`src/rtl/calc_pkg.sv`:
```
// rtl/calc_pkg.sv - shared key codes, operator codes and entry states for the calculator
package calc_pkg;

    typedef enum logic [4:0] {
        KEY_0   = 5'd0,
        KEY_1   = 5'd1,
        KEY_2   = 5'd2,
        KEY_3   = 5'd3,
        KEY_4   = 5'd4,
        KEY_5   = 5'd5,
        KEY_6   = 5'd6,
        KEY_7   = 5'd7,
        KEY_8   = 5'd8,
        KEY_9   = 5'd9,
        KEY_MUL = 5'd10,
        KEY_DIV = 5'd11,
        KEY_ADD = 5'd12,
        KEY_SUB = 5'd13,
        KEY_MOD = 5'd14,
        KEY_EQ  = 5'd15,
        KEY_CLR = 5'd16,
        KEY_BSP = 5'd17,
        KEY_NEG = 5'd18
    } key_e;

    // Operator codes shared with the arithmetic stage
    typedef enum logic [2:0] {
        OP_NULL = 3'd0,
        OP_MUL  = 3'd1,
        OP_DIV  = 3'd2,
        OP_ADD  = 3'd3,
        OP_SUB  = 3'd4,
        OP_MOD  = 3'd5
    } op_e;

    typedef enum logic [1:0] {
        S_OP1  = 2'd0,
        S_OP2  = 2'd1,
        S_DONE = 2'd2
    } state_e;

    // Operator keys are laid out in the same order as the op codes, offset by 9
    function automatic logic [2:0] key_to_op(input logic [4:0] code);
        logic [4:0] t;
        t = code - 5'd9;
        return t[2:0];
    endfunction

endpackage

```
`src/rtl/calc_operand_acc.sv`:
```
// rtl/calc_operand_acc.sv - sign/magnitude decimal operand accumulator
module calc_operand_acc
    import calc_pkg::*;
#(
    parameter int MAX_DIGITS = 6,
    parameter int MAG_W      = 20,
    parameter int CNT_W      = $clog2(MAX_DIGITS + 1)
) (
    input  logic        sw_clk,
    input  logic        rst,
    input  logic        clr,
    input  logic        load,
    input  logic        app,
    input  logic        bsp,
    input  logic        neg,
    input  logic [3:0]  digit,
    output logic [31:0] value
);

    logic             sign;
    logic [MAG_W-1:0] mag;
    logic [CNT_W-1:0] cnt;
    logic [MAG_W-1:0] mag_app;
    logic [CNT_W-1:0] limit;
    logic [31:0]      mag_ext;

    // Next magnitude for a digit append; the minus sign costs one display position
    always_comb begin
        mag_app = (mag << 3) + (mag << 1) + MAG_W'(digit);
        limit   = sign ? CNT_W'(MAX_DIGITS - 1) : CNT_W'(MAX_DIGITS);
        mag_ext = 32'(mag);
        value   = sign ? (32'd0 - mag_ext) : mag_ext;
    end

    // Operand edit register; clear dominates, then load, then the edit strobes
    always_ff @(posedge sw_clk or negedge rst) begin
        if (!rst) begin
            sign <= 1'b0;
            mag  <= '0;
            cnt  <= '0;
        end else if (clr) begin
            sign <= 1'b0;
            mag  <= '0;
            cnt  <= '0;
        end else if (load) begin
            sign <= 1'b0;
            mag  <= MAG_W'(digit);
            cnt  <= (digit != 4'd0) ? CNT_W'(1) : '0;
        end else if (app) begin
            if (!(mag == '0 && digit == 4'd0) && cnt < limit) begin
                mag <= mag_app;
                cnt <= cnt + CNT_W'(1);
            end
        end else if (bsp) begin
            if (cnt != '0) begin
                mag <= mag / MAG_W'(10);
                cnt <= cnt - CNT_W'(1);
                if (cnt == CNT_W'(1)) begin
                    sign <= 1'b0;
                end
            end else begin
                sign <= 1'b0;
            end
        end else if (neg) begin
            if (mag != '0 && !(!sign && cnt == CNT_W'(MAX_DIGITS))) begin
                sign <= ~sign;
            end
        end
    end

endmodule

```
`src/rtl/calc_key_entry.sv`:
```
// rtl/calc_key_entry.sv - key-event driven operand/operator entry for the calculator
module calc_key_entry
    import calc_pkg::*;
#(
    parameter int MAX_DIGITS = 6,
    parameter int MAG_W      = 20
) (
    input  logic        sw_clk,
    input  logic        rst,
    input  logic        key_valid,
    input  logic [4:0]  key_code,
    output logic [31:0] operand1,
    output logic [31:0] operand2,
    output logic [2:0]  operator,
    output logic [31:0] disp_val,
    output logic        disp_sel,
    output logic [1:0]  state
);

    state_e     cur_state, nxt_state;
    logic [2:0] pend_op, pend_nxt, oper_nxt;
    logic       sel_nxt;
    logic       is_digit, is_op, is_eq, is_clr, is_bsp, is_neg;
    logic       a1_clr, a1_load, a1_app, a1_bsp, a1_neg;
    logic       a2_clr, a2_app, a2_bsp, a2_neg;
    logic       op2_empty;

    assign is_digit  = key_valid && (key_code <= 5'd9);
    assign is_op     = key_valid && (key_code >= 5'd10) && (key_code <= 5'd14);
    assign is_eq     = key_valid && (key_code == KEY_EQ);
    assign is_clr    = key_valid && (key_code == KEY_CLR);
    assign is_bsp    = key_valid && (key_code == KEY_BSP);
    assign is_neg    = key_valid && (key_code == KEY_NEG);
    // A zero value means no digits have been entered yet
    assign op2_empty = (operand2 == 32'd0);
    assign state     = cur_state;

    calc_operand_acc #(.MAX_DIGITS(MAX_DIGITS), .MAG_W(MAG_W)) u_acc1 (
        .sw_clk (sw_clk),
        .rst    (rst),
        .clr    (a1_clr),
        .load   (a1_load),
        .app    (a1_app),
        .bsp    (a1_bsp),
        .neg    (a1_neg),
        .digit  (key_code[3:0]),
        .value  (operand1)
    );

    calc_operand_acc #(.MAX_DIGITS(MAX_DIGITS), .MAG_W(MAG_W)) u_acc2 (
        .sw_clk (sw_clk),
        .rst    (rst),
        .clr    (a2_clr),
        .load   (1'b0),
        .app    (a2_app),
        .bsp    (a2_bsp),
        .neg    (a2_neg),
        .digit  (key_code[3:0]),
        .value  (operand2)
    );

    // Entry state register
    always_ff @(posedge sw_clk or negedge rst) begin
        if (!rst) begin
            cur_state <= S_OP1;
        end else begin
            cur_state <= nxt_state;
        end
    end

    // Pending/committed operator and display select
    always_ff @(posedge sw_clk or negedge rst) begin
        if (!rst) begin
            pend_op  <= OP_NULL;
            operator <= OP_NULL;
            disp_sel <= 1'b0;
        end else begin
            pend_op  <= pend_nxt;
            operator <= oper_nxt;
            disp_sel <= sel_nxt;
        end
    end

    // Key dispatch: next state, operator bookkeeping and operand edit strobes
    always_comb begin
        nxt_state = cur_state;
        pend_nxt  = pend_op;
        oper_nxt  = operator;
        sel_nxt   = disp_sel;
        a1_clr    = 1'b0;
        a1_load   = 1'b0;
        a1_app    = 1'b0;
        a1_bsp    = 1'b0;
        a1_neg    = 1'b0;
        a2_clr    = 1'b0;
        a2_app    = 1'b0;
        a2_bsp    = 1'b0;
        a2_neg    = 1'b0;
        if (is_clr) begin
            nxt_state = S_OP1;
            pend_nxt  = OP_NULL;
            oper_nxt  = OP_NULL;
            sel_nxt   = 1'b0;
            a1_clr    = 1'b1;
            a2_clr    = 1'b1;
        end else begin
            case (cur_state)
                S_OP1: begin
                    a1_app = is_digit;
                    a1_bsp = is_bsp;
                    a1_neg = is_neg;
                    if (is_op) begin
                        pend_nxt  = key_to_op(key_code);
                        a2_clr    = 1'b1;
                        nxt_state = S_OP2;
                    end
                end
                S_OP2: begin
                    a2_app = is_digit;
                    a2_neg = is_neg;
                    if (is_op) begin
                        pend_nxt = key_to_op(key_code);
                    end
                    if (is_bsp) begin
                        if (!op2_empty) begin
                            a2_bsp = 1'b1;
                        end else begin
                            pend_nxt  = OP_NULL;
                            nxt_state = S_OP1;
                        end
                    end
                    if (is_eq) begin
                        oper_nxt  = pend_op;
                        sel_nxt   = 1'b1;
                        nxt_state = S_DONE;
                    end
                end
                S_DONE: begin
                    if (is_digit) begin
                        a1_load   = 1'b1;
                        a2_clr    = 1'b1;
                        oper_nxt  = OP_NULL;
                        sel_nxt   = 1'b0;
                        nxt_state = S_OP1;
                    end
                    if (is_op) begin
                        a2_clr    = 1'b1;
                        pend_nxt  = key_to_op(key_code);
                        oper_nxt  = OP_NULL;
                        sel_nxt   = 1'b0;
                        nxt_state = S_OP2;
                    end
                end
                default: nxt_state = S_OP1;
            endcase
        end
    end

    // Edited operand for the display; operand1 stays visible until operand2 has a digit
    always_comb begin
        disp_val = operand1;
        if (cur_state != S_OP1 && !op2_empty) begin
            disp_val = operand2;
        end
    end

endmodule

```
`config.mk`:
```
export PLATFORM = sky130hd
export DESIGN_NAME = calc_key_entry
export DESIGN_NICKNAME = d
export VERILOG_FILES = /design/src/rtl/calc_pkg.sv /design/src/rtl/calc_operand_acc.sv /design/src/rtl/calc_key_entry.sv
export SDC_FILE = /design/constraint.sdc
export NUM_CORES = 1
export LEC_CHECK = 0
export ABC_CLOCK_PERIOD_IN_PS = 14500
export CAP_MARGIN = 20
export CORE_MARGIN = 1
export CORE_UTILIZATION = 35
export CTS_CLUSTER_SIZE = 14
export DETAILED_ROUTE_END_ITERATION = 6
export PLACE_DENSITY = 0.49
export RECOVER_POWER = 50
export SLEW_MARGIN = 30
export SYNTH_ARGS = -nofsm -noshare
export SYNTH_HDL_FRONTEND = slang
export SYNTH_SLANG_ARGS = --single-unit
export TNS_END_PERCENT = 50
```
`constraint.sdc`:
```
create_clock -name sw_clk -period 14.5 [get_ports sw_clk]
set_input_delay 2.9 -clock sw_clk [delete_from_list [all_inputs] [get_ports sw_clk]]
set_output_delay 2.9 -clock sw_clk [all_outputs]
set_load 0.005 [all_outputs]
```
# After elaboration in Yosys (flattened, before gate mapping)
# Cells that the tools add are included.
# W data, S select, Z words.
classes:
  div: 2
  eq_ne: 21
  n_mux: 88
  n_bitwise: 2
  order_cmp: 5
  addsub: 11
  n_reduce_logical: 51
ops:
  columns: ["cell", "n"]
  rows:
  - ["$mux W20", 11]
  - ["$mux W32", 3]
  - ["$mux W3", 19]
  - ["$sub A1 B20 Y21 const A", 2]
  - ["$mux W1", 41]
  - ["$add A20 B20 Y20", 2]
  - ["$add A20 B4 Y20", 2]
  - ["$div A20 B4 Y20 const B", 2]
  - ["$logic_not A20 Y1", 2]
  - ["$reduce_bool A20 Y1", 2]
  - ["$logic_not A32 Y1", 1]
  - ["$reduce_bool A3 Y1", 8]
  - ["$reduce_bool A4 Y1", 5]
  - ["$mux W2", 9]
  - ["$logic_and A1 B1 Y1", 16]
  - ["$ne A4 B4 Y1 const B", 4]
  - ["$eq A5 B5 Y1 const B", 3]
  - ["$pmux W3 S2", 2]
  - ["$reduce_and A4 Y1", 3]
  - ["$le A5 B4 Y1 const B", 2]
  - ["$ne A3 B3 Y1 const B", 3]
  - ["$reduce_and A3 Y1", 3]
  - ["$sub A3 B1 Y3 const B", 3]
  - ["$logic_not A1 Y1", 7]
  - ["19 further kinds", 25]
word_totals:
  register_bits: 57
  input_bits: 8
  wordCells: 190

# Depth between registers and ports, before layout
# Gate-level depths: netlist of the first run.
depth:
  word_depth: 10
  ltp_mapped: 27
  mapped_depth_nobuf: 22

# Hierarchy
# From an unflattened synthesis of the first run, not the netlist that was laid out.
unflattened:
  hier_cells: 1593
  hier_area_um2: 11977.7
by_module_without_submodules:
  columns: ["module", "cells_each", "instances", "area_each_um2"]
  rows:
  - ["calc_operand_acc at u_acc2", 768, 1, 5766.8]
  - ["calc_operand_acc at u_acc1", 705, 1, 5092.4]
  - ["calc_key_entry", 120, 1, 1118.6]

# Least setup slack after synthesis of the first run
# OpenSTA, ideal clock, no wires.
synth_path:
  path_kind: "reg-to-output"
  startpoint: "register u_acc2.mag[12]"
  endpoint: "output disp_val[10]"
  stages_incl_launch_ff: 16
  setup_slack_ns: 6.957
  path_buffers: 3
  arrival_ns: 4.643
  cell_sequence: "dfrtp_1 -> clkbuf_1 -> clkbuf_1 -> or4_1 -> nand2b_1 -> or4_1 -> or3_1 -> or4_1 -> nand2_1 -> inv_1 -> nor4_1 -> nand3_1 -> or4_1 -> o21ai_0 -> clkbuf_1 -> mux2_2"
synth_between:
  elab_chain_len: 6
synth_rtl:
  columns: ["item", "line_no", "text"]
  rows:
  - ["from (decl)", "calc_operand_acc.sv:21", "logic [MAG_W-1:0] mag;"]
  - ["from (signal assigned)", "calc_operand_acc.sv:47", "mag <= MAG_W'(digit);"]
  - ["from (signal assigned)", "calc_operand_acc.sv:51", "mag <= mag_app;"]
  - ["from (signal assigned)", "calc_operand_acc.sv:56", "mag <= mag / MAG_W'(10);"]
  - ["$sub A1 B20 Y21", "calc_operand_acc.sv:32", "value = sign ? (32'd0 - mag_ext) : mag_ext;"]
  - ["$mux W32", "calc_operand_acc.sv:32", null]
  - ["via operand2[20]", "calc_key_entry.sv:13", "output logic [31:0] operand2,"]
  - ["$logic_not A32 Y1", "calc_key_entry.sv:35", "assign op2_empty = (operand2 == 32'd0);"]
  - ["$logic_not A1 Y1", "calc_key_entry.sv:162", "if (cur_state != S_OP1 && !op2_empty) begin"]
  - ["$logic_and A1 B1 Y1", "calc_key_entry.sv:162", null]
  - ["$mux W32", "calc_key_entry.sv:162", null]
  - ["to (decl)", "calc_key_entry.sv:15", "output logic [31:0] disp_val,"]
# The timed path passes the listed nets, and every way through them passes these cells.

# Worst setup path in the final report of the first run
layout_path:
  startpoint: "register u_acc2.mag[11]"
  endpoint: "output disp_val[26]"
layout_between:
  elab_chain_len: 6
layout_rtl:
  columns: ["item", "line_no"]
  rows:
  - ["$sub A1 B20 Y21", "calc_operand_acc.sv:32"]
  - ["$mux W32 *", "calc_operand_acc.sv:32"]
  - ["$logic_not A32 Y1", "calc_key_entry.sv:35"]
  - ["$logic_not A1 Y1", "calc_key_entry.sv:162"]
  - ["$logic_and A1 B1 Y1", "calc_key_entry.sv:162"]
  - ["$mux W32 *", "calc_key_entry.sv:162"]
# Mark *: on every way between the ends. The rest lies on a longest branch, timed or not.

==> reports/summary.txt, run 1 <==
Run status -> finished with violations
Failing checks -> design-rule violations, max-capacitance violations, max-slew violations
Layout cell share with drive strength beyond 1 -> 0.08425
Clock-pin slew on the worst setup and hold paths -> 0.05 ns
Synthesis-to-finish area growth -> 11.30%
Most used DFF post-synth -> dfrtp_1
Postcts setup bufs -> 0
Post-synthesis simple-gate area fraction -> 0.2250
Tmin final -> 8.760 ns
Mux contribution to synthesized area -> 0.03680
Total gr overflow -> 0
IO Count -> 110
Post-synthesis net count -> 1,557
Cts bufs inserted -> 9
WL per Instance -> 19.80 µm
Slew at the pin with the worst max-slew slack -> 3.589 ns
Hold buffers post-CTS -> 0
Register area share after synthesis -> 0.1291
Count of different cell masters after synthesis -> 118
Core area -> 30,830 µm²
Post-Route Setup TNS -> 0 ns
CTS tree -> yes
Fmax -> 0.1142 GHz
Startpoint types -> flop
DRT Pass-1 Iters -> 7
CP required -> 11.60 ns
Area taken by multi-input logic gates -> 8708 µm²
Pin count of the biggest net entering global routing -> 58
First-pass GRT wire length -> 58,990 µm
Setup Skew -> 0.007249 ns
Placer congestion estimate -> 0.8612
Vias in the first global route -> 10,655
Max Cap Viol -> 2
Initial antenna violation count -> 0
XOR/XNOR Fraction of Synth Area -> 0.06738
Clk Latency, worst-skew pair -> 0.34 ns
Root buffer cell -> clkbuf_16
Final WL -> 36,750 µm
Via density -> 6.083
Critical path class -> reg2out
CP Max Fanout -> 22
CTS sink count -> 57
Fin worst setup slack -> 5.740 ns
Yosys warning total -> 0
RSZ-0062 raised after global routing -> no
Synth Area in Adders -> 0.1117
Initial DRC Count -> 881
CTS resizes -> 0
Port bufs -> 109
Headroom to the max-slew limit -> -1.393
Yosys reg bits -> 57
Worst Setup End Kind -> primary output
Cell Rows -> 64
Die Wd -> 179.7 µm
Fin nets -> 1,556
Post-DRT Antenna Nets -> 0
Tot GR Track Use -> 0.2232
Synth Area in Compound Gates -> 0.3455
Ant diodes -> 0
FF+latch area -> 1426 µm²
HP Class -> reg2reg
Mean Syn Cell Area -> 7.584 µm²
DRC -> 2
Fill count -> 3,167
Initial Utilization -> 0.3584
Critical path arrival -> 5.86 ns
DIE HEIGHT -> 179.7 µm
Fin. Hold Viols -> 0
H-tree depth -> 3
Post-synthesis cell count -> 1,457
Post-Syn Area -> 11,050 µm²
Synth async-reset ratio -> 1.000
Largest family of logic cells by synthesized area -> compound AO/OA/AOI/OAI gates
Via count -> 11,290
Period utilization -> 0.6041
Clock tree buffer depth -> 2
Post-synth EDFFs -> 0
Slew Limit Fails -> 72
# setup viols final -> 0
Worst slack at placement -> 6.071 ns
Fin Hold WS -> 0.4720 ns
Post-DP HPWL -> 27,540 µm
Die area -> 32,280 µm²
flip-flops by register name, indices dropped and copies added, names as in the netlist:
signal and count:
operator 3, u_acc1.sign 1, u_acc2.mag 20, state 2
pend_op 3, u_acc2.cnt 3, u_acc1.cnt 3, u_acc2.sign 1
disp_sel 1, u_acc1.mag 20
final cells by class:
type                            instances  share of cell area
Multi-Input combinational cell       1204              0.7081
Tap cell                              396             0.04029
Clock buffer                           11             0.01974
Inverter                               63             0.01923
Timing Repair Buffer                  121             0.09503
Clock inverter                          4            0.001628
Sequential cell                        57              0.1160
worst max-delay path, cell delays in order, from the launching register on:
cell and delay [ns]:
dfrtp_1 0.64, or4_1 0.62, nand2b_1 0.19, or4_1 0.46, or3_1 0.37, or4_1 0.46, nand2_1 0.09, inv_1 0.22
nor4_1 0.24, nand3_1 0.10, or4_1 0.57, o21ai_2 0.23, buf_4 0.37, mux2_2 0.46, clkdlybuf4s50_1 0.48
path summary, 6_finish.rpt:
path	startpoint	depth (start not counted)	end	slack [ns]
max reg2reg	u_acc1.mag[18]	21	u_acc1.mag[1]	6.54
min in group asynchronous	rst	2	operator[1]	3.89
max in group asynchronous	rst	2	u_acc2.mag[12]	8.60
max	u_acc2.mag[11]	14	disp_val[26]	5.74
min	disp_sel	1	disp_sel	0.47
min reg2reg	disp_sel	1	disp_sel	0.47
Yosys cell counts, types with 9 or more instances:
cell / count / area share
nand2_1: 112 / 0.038
a21oi_1: 95 / 0.043
nor2_1: 94 / 0.032
ha_1: 88 / 0.10
o21ai_0: 84 / 0.038
xnor2_1: 69 / 0.055
dfrtp_1: 57 / 0.13
inv_1: 57 / 0.019
clkbuf_1: 56 / 0.019
buf_4: 41 / 0.028
nand3_1: 37 / 0.017
nor3_1: 36 / 0.016
mux2_2: 27 / 0.028
o31ai_1: 27 / 0.018
buf_2: 24 / 0.011
a21o_1: 21 / 0.014
nand2b_1: 20 / 0.011
o211ai_1: 20 / 0.014
a211oi_1: 19 / 0.013
a31oi_1: 18 / 0.010
nor2b_1: 18 / 0.010
or3_1: 18 / 0.010
a22o_1: 17 / 0.013
o21bai_1: 17 / 0.012
nand4_1: 16 / 0.0091
xor2_1: 16 / 0.013
nor4_1: 15 / 0.0085
o21ai_1: 15 / 0.0068
or4_1: 15 / 0.010
a211o_1: 11 / 0.0087
and2_1: 11 / 0.0062
and3_1: 10 / 0.0057
buf_1: 10 / 0.0034
o211a_1: 10 / 0.0091
a221oi_1: 9 / 0.0071
a22oi_1: 9 / 0.0061
a311oi_1: 9 / 0.0071
nor3b_1: 9 / 0.0061
per-layer routing:
layer | wire length (µm) | GRT usage | share of wire | up-vias
met5 | 0 | 0 | 0 | -
met4 | 614 | 0.04931 | 0.017 | 0
met3 | 1286 | 0.01965 | 0.035 | 40
met2 | 17820 | 0.3909 | 0.48 | 266
met1 | 17030 | 0.2964 | 0.46 | 5463
li1 | - | - | - | 5521
cell families after synthesis:
| group | count (synthesis) |
|---|---|
| AO/OA/AOI/OAI | 518 |
| XOR/XNOR | 85 |
| adder cells (fa/ha/maj) | 97 |
| buffers and inverters | 196 |
| flip-flops | 57 |
| multiplexers | 37 |
| AND/OR/NAND/NOR | 467 |
placed cells by master (no fill, tap or decap), drive strengths merged, types with 13 or more instances in the layout:
cell	netlist	final
or3	18	18
nand2	112	112
mux2	29	29
o211ai	23	23
dfrtp	57	57
a31oi	20	20
clkbuf	56	13
or4	15	15
nand2b	20	20
nor4	16	16
nand4	16	16
inv	58	58
o31ai	27	27
nand3	38	38
a211oi	24	24
nor3	40	40
xnor2	69	69
a21oi	100	100
ha	88	88
o21bai	17	17
nor2b	18	18
a21o	21	21
o21ai	100	100
a22o	17	17
dlygate4sd3	0	40
xor2	16	16
nor2	95	95
clkdlybuf4s50	0	68
metrics by stage:
stage | cell area, µm² | instances | util
detailed placement | 12040 | 1841 | 0.3905
floorplan | 11050 | 1457 | -
CTS | 12300 | 1856 | 0.3991
global placement | 12040 | 1841 | 0.3905
global route | 12300 | 1856 | 0.3989
finish | 12300 | 1856 | 0.3989
Power of run 1 is not shown: default switching activity piles up to over one toggle a cycle in this logic, so the estimate is an artifact.
==> run 2: changes to the inputs <==
--- a/config.mk
+++ b/config.mk
@@ -5,7 +5,7 @@
 export SDC_FILE = /design/constraint.sdc
 export NUM_CORES = 1
 export LEC_CHECK = 0
-export ABC_CLOCK_PERIOD_IN_PS = 14500
+export ABC_CLOCK_PERIOD_IN_PS = 9000
 export CAP_MARGIN = 20
 export CORE_MARGIN = 1
 export CORE_UTILIZATION = 35
==> constraint.sdc (replaced) <==
create_clock -name sw_clk -period 9 [get_ports sw_clk]
set_input_delay 1.8 -clock sw_clk [delete_from_list [all_inputs] [get_ports sw_clk]]
set_output_delay 1.8 -clock sw_clk [all_outputs]
set_load 0.005 [all_outputs]
==> reports/summary.txt, run 2 (synthesized netlist as in run 1, its figures left out) <==
Layout cell share with drive strength beyond 1 -> 0.08368
Placer congestion estimate -> 0.8811
Fill count -> 3,147
Via density -> 6.032
Max Cap Viol -> 1
Fin worst setup slack -> 1.325 ns
HP Class -> reg2reg
Hold buffers post-CTS -> 0
Run status -> finished with violations
Tmin final -> 7.675 ns
Postcts setup bufs -> 0
CTS sink count -> 57
Pin count of the biggest net entering global routing -> 58
Post-Route Setup TNS -> 0 ns
DRC -> 2
Die area -> 32,280 µm²
H-tree depth -> 3
Slew at the pin with the worst max-slew slack -> 3.489 ns
Cts bufs inserted -> 9
Initial antenna violation count -> 0
DIE HEIGHT -> 179.7 µm
Clk Latency, worst-skew pair -> 0.34 ns
Ant diodes -> 0
Core area -> 30,830 µm²
Commonest non-fill, non-tap cell in the layout -> nand2_1
Critical path arrival -> 5.88 ns
Clock tree buffer depth -> 2
Area taken by multi-input logic gates -> 8706 µm²
Headroom to the max-slew limit -> -1.326
Failing checks -> design-rule violations, max-capacitance violations, max-slew violations
Port bufs -> 109
CTS resizes -> 0
Critical path class -> reg2out
Fin cells -> 1,854
DRT Pass-1 Iters -> 7
FF+latch area -> 1426 µm²
Worst Setup End Kind -> primary output
Top flop regs -> u_acc1.mag x20, u_acc2.mag x20
Tot GR Track Use -> 0.2187
Fmax -> 0.1303 GHz
CP Max Fanout -> 22
Cell Rows -> 64
RSZ-0062 raised after global routing -> no
CTS tree -> yes
Fin Hold WS -> 0.4822 ns
Fin. Hold Viols -> 0
Root buffer cell -> clkbuf_16
WL per Instance -> 19.38 µm
Period utilization -> 0.8528
Vias in the first global route -> 10,530
Synthesis-to-finish area growth -> 11.53%
Clock-pin slew on the worst setup and hold paths -> 0.05 ns
Startpoint types -> flop
Most frequent cells in the layout -> 112 x nand2_1, 95 x a21oi_1, 94 x nor2_1, 88 x ha_1, 82 x o21ai_0
Post-DRT Antenna Nets -> 0
Initial DRC Count -> 841
Post-DP HPWL -> 27,010 µm
First-pass GRT wire length -> 57,910 µm
Total gr overflow -> 0
# setup viols final -> 0
Slew Limit Fails -> 58
IO Count -> 110
Final WL -> 35,930 µm
Setup Skew -> 0.004537 ns
Via count -> 11,184
Worst slack at placement -> 1.658 ns
CP required -> 7.20 ns
Initial Utilization -> 0.3584
Fin nets -> 1,553
Die Wd -> 179.7 µm
# placed instances -> 1,838
## run 2: changes by cell type in the layout (fill, tap and decap cells not counted), sizes merged
cell and change:
clkinv -3, buf -2, clkbuf +2, bufinv +1, clkdlybuf4s50 -1, dlygate4sd3 +1
## run 2: area by class of cell
cell class              count  share of cell area
flip-flops and latches     57              0.1157
clock inverters             2            0.002843
repair buffers            118             0.09331
multi-input cells        1204              0.7065
clock buffers              14             0.02224
inverters                  63             0.01919
well taps                 396             0.04021
## run 2: path summary, 6_finish.rpt
kind                                 from        endpoint  slack, ns  cells past startpoint
hold reg to reg                  disp_sel        disp_sel       0.48                      1
hold / removal                   disp_sel        disp_sel       0.48                      1
setup / recovery           u_acc2.mag[11]    disp_val[20]       1.32                     14
min in group asynchronous             rst   u_acc2.mag[0]       2.73                      2
max in group asynchronous             rst  u_acc2.mag[18]       4.28                      2
setup reg to reg           u_acc1.mag[14]   u_acc1.mag[1]       1.67                     21
## run 2: metrics by stage
| step | area, µm² | utilization |
|---|---|---|
| floorplan | 11050 | - |
| global placement | 12020 | 0.3898 |
| detailed placement | 12020 | 0.3898 |
| CTS | 12330 | 0.3998 |
| global route | 12320 | 0.3997 |
| finish | 12320 | 0.3997 |
## run 2: worst max-delay path, stage by stage (launching register included)
cell	delay, ns
dfrtp_1	0.66
or4_1	0.63
nand2b_1	0.19
or4_1	0.46
or3_1	0.38
or4_1	0.45
nand2_1	0.09
inv_1	0.21
nor4_1	0.24
nand3_1	0.10
or4_1	0.59
o21ai_2	0.23
buf_4	0.35
mux2_2	0.46
clkdlybuf4s50_1	0.48
## run 2: layer usage
| metal | vias to the layer above | GRT usage | share of wire |
|---|---|---|---|
| li1 | 5511 | - | - |
| met1 | 5368 | 0.2867 | 0.46 |
| met2 | 258 | 0.3803 | 0.49 |
| met3 | 47 | 0.01783 | 0.032 |
| met4 | 0 | 0.06655 | 0.022 |
| met5 | - | 0 | 0 |
Power of run 2 is left out for the same reason.
